<file path="config.mk">
export PLATFORM = sky130hd
export DESIGN_NAME = gate_tt_sweep_ctrl
export DESIGN_NICKNAME = d
export VERILOG_FILES = /design/src/rtl/gate_tt_sweep_ctrl.sv
export SDC_FILE = /design/constraint.sdc
export NUM_CORES = 1
export LEC_CHECK = 0
export ABC_AREA = 1
export ABC_CLOCK_PERIOD_IN_PS = 4900
export CORE_AREA = 4 4 72 74
export CTS_BUF_LIST = sky130_fd_sc_hd__clkbuf_4 sky130_fd_sc_hd__clkbuf_8
export DETAILED_ROUTE_END_ITERATION = 12
export DIE_AREA = 0 0 76 78
export PLACE_DENSITY_LB_ADDON = 0.08
export SLEW_MARGIN = 20
export SYNTH_ARGS = -nofsm -noshare
export SYNTH_HDL_FRONTEND = slang
export SYNTH_SLANG_ARGS = --single-unit
</file>
<file path="constraint.sdc">
create_clock -name clk_i -period 4.9 [get_ports clk_i]
set_clock_uncertainty 0.2 [all_clocks]
set_input_delay 0.98 -clock clk_i [delete_from_list [all_inputs] [get_ports clk_i]]
set_output_delay 0.98 -clock clk_i [all_outputs]
set_load 0.01 [all_outputs]
</file>
<file path="src/rtl/gate_tt_sweep_ctrl.sv">
// rtl/gate_tt_sweep_ctrl.sv - built-in self-test sequencer that sweeps a 2-input cell and checks its truth table
module gate_tt_sweep_ctrl #(
    parameter int SETTLE_CYCLES = 2,
    parameter int CNT_W         = 8
) (
    input  logic       clk_i,
    input  logic       rst_i,
    input  logic       start_i,
    input  logic       abort_i,
    input  logic [3:0] expected_i,
    input  logic       c_i,
    output logic       a_o,
    output logic       b_o,
    output logic       busy_o,
    output logic       done_o,
    output logic       pass_o,
    output logic [3:0] observed_o,
    output logic [3:0] mismatch_o
);

    typedef enum logic [1:0] {
        ST_IDLE   = 2'd0,
        ST_SETTLE = 2'd1,
        ST_SAMPLE = 2'd2,
        ST_DONE   = 2'd3
    } state_t;

    localparam logic [CNT_W-1:0] SETTLE_LAST = CNT_W'(SETTLE_CYCLES - 1);

    state_t           state_q, state_d;
    logic [1:0]       ab_q, ab_d;
    logic [1:0]       idx_q, idx_d;
    logic [CNT_W-1:0] cnt_q, cnt_d;
    logic [3:0]       exp_q, exp_d;
    logic [3:0]       obs_q, obs_d;
    logic [3:0]       mis_q, mis_d;
    logic             pass_q, pass_d;
    logic [3:0]       obs_smp;

    always_ff @(posedge clk_i or posedge rst_i) begin
        if (rst_i) begin
            state_q <= ST_IDLE;
            ab_q    <= 2'b00;
            idx_q   <= 2'd0;
            cnt_q   <= '0;
            exp_q   <= 4'b0000;
            obs_q   <= 4'b0000;
            mis_q   <= 4'b0000;
            pass_q  <= 1'b0;
        end else begin
            state_q <= state_d;
            ab_q    <= ab_d;
            idx_q   <= idx_d;
            cnt_q   <= cnt_d;
            exp_q   <= exp_d;
            obs_q   <= obs_d;
            mis_q   <= mis_d;
            pass_q  <= pass_d;
        end
    end

    always_comb begin
        state_d = state_q;
        ab_d    = ab_q;
        idx_d   = idx_q;
        cnt_d   = cnt_q;
        exp_d   = exp_q;
        obs_d   = obs_q;
        mis_d   = mis_q;
        pass_d  = pass_q;

        // Observed table including the bit captured at the end of the current SAMPLE cycle
        obs_smp         = obs_q;
        obs_smp[idx_q]  = c_i;

        case (state_q)
            ST_IDLE: begin
                ab_d = 2'b00;
                if (start_i && !abort_i) begin
                    exp_d   = expected_i;
                    obs_d   = 4'b0000;
                    mis_d   = 4'b0000;
                    pass_d  = 1'b0;
                    idx_d   = 2'd0;
                    cnt_d   = '0;
                    state_d = ST_SETTLE;
                end
            end
            ST_SETTLE: begin
                if (abort_i) begin
                    ab_d    = 2'b00;
                    pass_d  = 1'b0;
                    state_d = ST_IDLE;
                end else begin
                    cnt_d = cnt_q + 1'b1;
                    if (cnt_q == SETTLE_LAST) begin
                        state_d = ST_SAMPLE;
                    end
                end
            end
            ST_SAMPLE: begin
                if (abort_i) begin
                    // Pending sample is dropped; earlier captures are kept
                    ab_d    = 2'b00;
                    pass_d  = 1'b0;
                    state_d = ST_IDLE;
                end else begin
                    obs_d = obs_smp;
                    if (idx_q == 2'd3) begin
                        mis_d   = obs_smp ^ exp_q;
                        pass_d  = ((obs_smp ^ exp_q) == 4'b0000);
                        ab_d    = 2'b00;
                        state_d = ST_DONE;
                    end else begin
                        idx_d   = idx_q + 2'd1;
                        ab_d    = idx_q + 2'd1;
                        cnt_d   = '0;
                        state_d = ST_SETTLE;
                    end
                end
            end
            ST_DONE: begin
                state_d = ST_IDLE;
            end
            default: begin
                state_d = ST_IDLE;
            end
        endcase
    end

    assign a_o        = ab_q[1];
    assign b_o        = ab_q[0];
    assign busy_o     = (state_q == ST_SETTLE) || (state_q == ST_SAMPLE);
    assign done_o     = (state_q == ST_DONE);
    assign pass_o     = pass_q;
    assign observed_o = obs_q;
    assign mismatch_o = mis_q;

endmodule

</file>
==> metrics list <==
- The run finished with clean final reports.
- The detailed router placed ~1400 vias in this run.
* Complex-gate fraction of the synthesized area: 9.306%
* Adder-cell share of the synthesized area: roughly 8%
* Kind of end point of the critical path: primary output
- Fmax achieved: 362.3 MHz
- After synthesis, the netlist uses 23 different library cells.
- I/O pin total: 22
* Maximum capacitance violations: 0
* Clock transition at path regs: 90 ps
* # hold bufs at CTS: 0
* Number of rows created at floorplan: 25
* Combinational family with the most area after synthesis: simple AND/OR/NAND/NOR gates
- Summing every instance area after synthesis gives 1748 sq um.
- Synthesized netlist cell count: 234
- For the finished layout, the period the worst path requires is around 2800 ps.
- Clock Sink Count: 27
- In this run the worst path has a maximum fanout of 4.
* Critical path start-end classification: flip-flop to primary output
* Static Leak: 0.9797 nW
- Top cells by area, synth: sky130_fd_sc_hd__dfrtp_1 39%, sky130_fd_sc_hd__nand2_1 14%, sky130_fd_sc_hd__ha_1 7.9%
- Cell Chain, Critical Path: inv_1, ha_1, clkdlybuf4s50_1
- In the final routed layout, each cell accounts on average for 12.30 microns.
- Portion of the post-synthesis area used by sequential elements: between 30 and 40%
- Data on the critical path arrives at its endpoint at 1580 ps.
- The congestion estimate from routability-driven global placement came to 0.7642.
- Share of the synthesized area in the top cell type: 38.65%
- The synthesized netlist devotes 32.86% of its cell area to simple gates.
- Total global-route track usage: around an eighth
* Number of flip-flops and latches in the synthesized netlist: 27
- Setup violations remaining at the end of the flow were counted as 0.
* Critical path's largest stage delay: 530 ps
* Hold WC Path Type: flip-flop to flip-flop
- Floorplan die area: 5928 sq um
* CTS tree: yes
- Number of warnings printed during yosys synthesis: 0
- The floorplan step set the die width to roughly 76 microns.
- Clock latency on the worst-skew pair, taken at its later pin, is approximately 270 ps.
- The worst pin sits at a relative slew slack of about 60%.
* Maximum buffer depth of the clock tree: 2
- STA classifies the critical path startpoint as a flip-flop.
- Antenna violations before repair: 0
* Synth area leader: sky130_fd_sc_hd__dfrtp_1
- First-pass GRT wire length: 6403 microns
- Multiplexer cells account for under 10% of the synthesized area.
- Post-cts sizing count: 0
* Total number of nets in the final design: 275
* Number of buffer cells added on primary ports: 21
- Number of vias per cell: between 4 and 5
- Post-route DRC: 0
- Clock Root Buffer: sky130_fd_sc_hd__clkbuf_8
- DR iter-0 viols: 87
* DP HPWL: 2862 microns
- Mean cell area of the mapped netlist: 7.470 sq um
- For the pin with the worst max-slew slack, the measured transition is between 500 and 600 ps.
- Setup repair after global routing left no endpoint under its margin.
- Post-CTS Setup Repair Bufs: 0
* Vias in the first global route: 1341
- The number of clock buffers added by TritonCTS is 3.
* Placeable core region: 4598 sq um
* Syn nets: 254
- Hold violation count in the final report: 0
- After global routing the overflow that remains totals 0.
* Max-slew violation count: 0
* Count of TritonRoute iterations in the first routing pass: 4
* Slowest cell on the critical path: sky130_fd_sc_hd__clkdlybuf4s50_1
- Required time of the critical path: about 3700 ps
* Initial Util: 38.01%
* Layout-stage area growth over the synthesis result: 16.18%
* Proportion of layout cells with a drive suffix above 1: 7.480%
- The routed design has 3787 microns of wire.
* Final-layout setup total negative slack: 0 ps
- The number of placed instances, taps included, is 304.
- Number of diodes added for antenna fixing: 0
- Xor-xnor portion of the synthesized cell area: 0%
* Max VDD drop: 290.3 uV
* Non-Filler Instances: between 300 and 400
- Power density relative to cell area: 470.0 nW/um^2
- Post-route antenna net violation count: 0
- Ratio of final minimum period to clock period: a little under three fifths
* Die height: 78 microns
- H-tree Lvls: 1
- Maximum number of pins on one net before global-route repair: 28
[state kept, by name (all words and copies together) (netlist names)]
| signal | cells |
|---|---|
| ab_q | 2 |
| cnt_q | 8 |
| exp_q | 4 |
| idx_q | 2 |
| mismatch_o | 4 |
| observed_o | 4 |
| pass_o | 1 |
| state_q | 2 |
[Yosys cell counts (all sizes together)]
master	instances
nand2	70
inv	35
dfrtp	27
nand3	26
o21ai	19
nor2	18
ha	11
nand4	8
a21oi	6
buf	4
mux2	2
nand3b	2
o21bai	2
clkbuf	1
nor3	1
o211ai	1
or2	1
[worst paths after layout]
check	slack, ps	cells past startpoint	start	to
worst max-delay path	2140	3	state_q[0]$_DFFE_PP0P_	busy_o
worst min-delay path	300	2	mismatch_o[0]$_DFFE_PP0P_	mismatch_o[0]$_DFFE_PP0P_
worst max register to register	2750	7	state_q[0]$_DFFE_PP0P_	mismatch_o[1]$_DFFE_PP0P_
worst min register to register	300	2	mismatch_o[0]$_DFFE_PP0P_	mismatch_o[0]$_DFFE_PP0P_
max in group asynchronous	3220	2	rst_i	mismatch_o[1]$_DFFE_PP0P_
min in group asynchronous	890	2	rst_i	cnt_q[2]$_DFFE_PP0P_
[final cells by class]
type,count,area [sq um]
Timing Repair Buffer,21,210.2
Clock buffer,4,48.80
Sequential cell,27,675.6
Multi-Input combinational cell,167,897.1
Inverter,35,131.4
Fill cell,479,2567
Tap cell,54,67.56
[cell families after synthesis]
group                    Yosys count
AO/OA/AOI/OAI                     28
adder cells (fa/ha/maj)           11
buffers and inverters             40
flip-flops                        27
multiplexers                       2
AND/OR/NAND/NOR                  126
[metrics by stage]
stage / hold slack (ps) / util (%) / cell area (sq um) / power, W / worst slack, ps
6_report: 303.6 / 44.16 / 2031 / 0.0009545 / 2140
5_1_grt: 318.4 / 44.16 / 2031 / 0.001043 / 2053
4_1_cts: 302.8 / 44.16 / 2031 / 0.0009703 / 2115
3_5_place_dp: 279.0 / 43.10 / 1982 / 0.0008311 / 2101
3_3_place_gp: 270.6 / 43.10 / 1982 / 0.0008317 / 2170
2_1_floorplan: 271.2 / - / 1748 / 0.0007143 / 2928
[placed cells by master (no fill, tap or decap), types with 3 or more instances in the layout]
cell type / n
sky130_fd_sc_hd__inv_2: 3
sky130_fd_sc_hd__o21ai_0: 14
sky130_fd_sc_hd__o21ai_2: 4
sky130_fd_sc_hd__inv_1: 32
sky130_fd_sc_hd__clkdlybuf4s50_1: 21
sky130_fd_sc_hd__nand2_4: 3
sky130_fd_sc_hd__ha_1: 11
sky130_fd_sc_hd__nor2_1: 16
sky130_fd_sc_hd__clkbuf_8: 3
sky130_fd_sc_hd__nand2_1: 67
sky130_fd_sc_hd__dfrtp_1: 27
sky130_fd_sc_hd__a21oi_1: 6
sky130_fd_sc_hd__nand4_1: 8
sky130_fd_sc_hd__nand3_1: 26
[power by group]
part / leakage, nW / internal, W / switching, W
clock network: 0.0262 / 0.0000638 / 0.0000690
logic: 0.592 / 0.000185 / 0.000318
registers: 0.361 / 0.000276 / 0.0000430
[critical path: cells and delay by family (launching register included)]
family	cells	cell delay, ps
buf+inv	2	620
fa+ha+maj	1	280
flops	1	410
[layer usage]
metal	global-route usage, %	part of all wire, %	vias up
met5	0	0	-
met4	4.270	0.61	0
met3	1.508	3.7	2
met2	17.29	39	21
met1	21.28	56	629
li1	-	-	789
No activity file was read; power rests on OpenSTA's default activity.
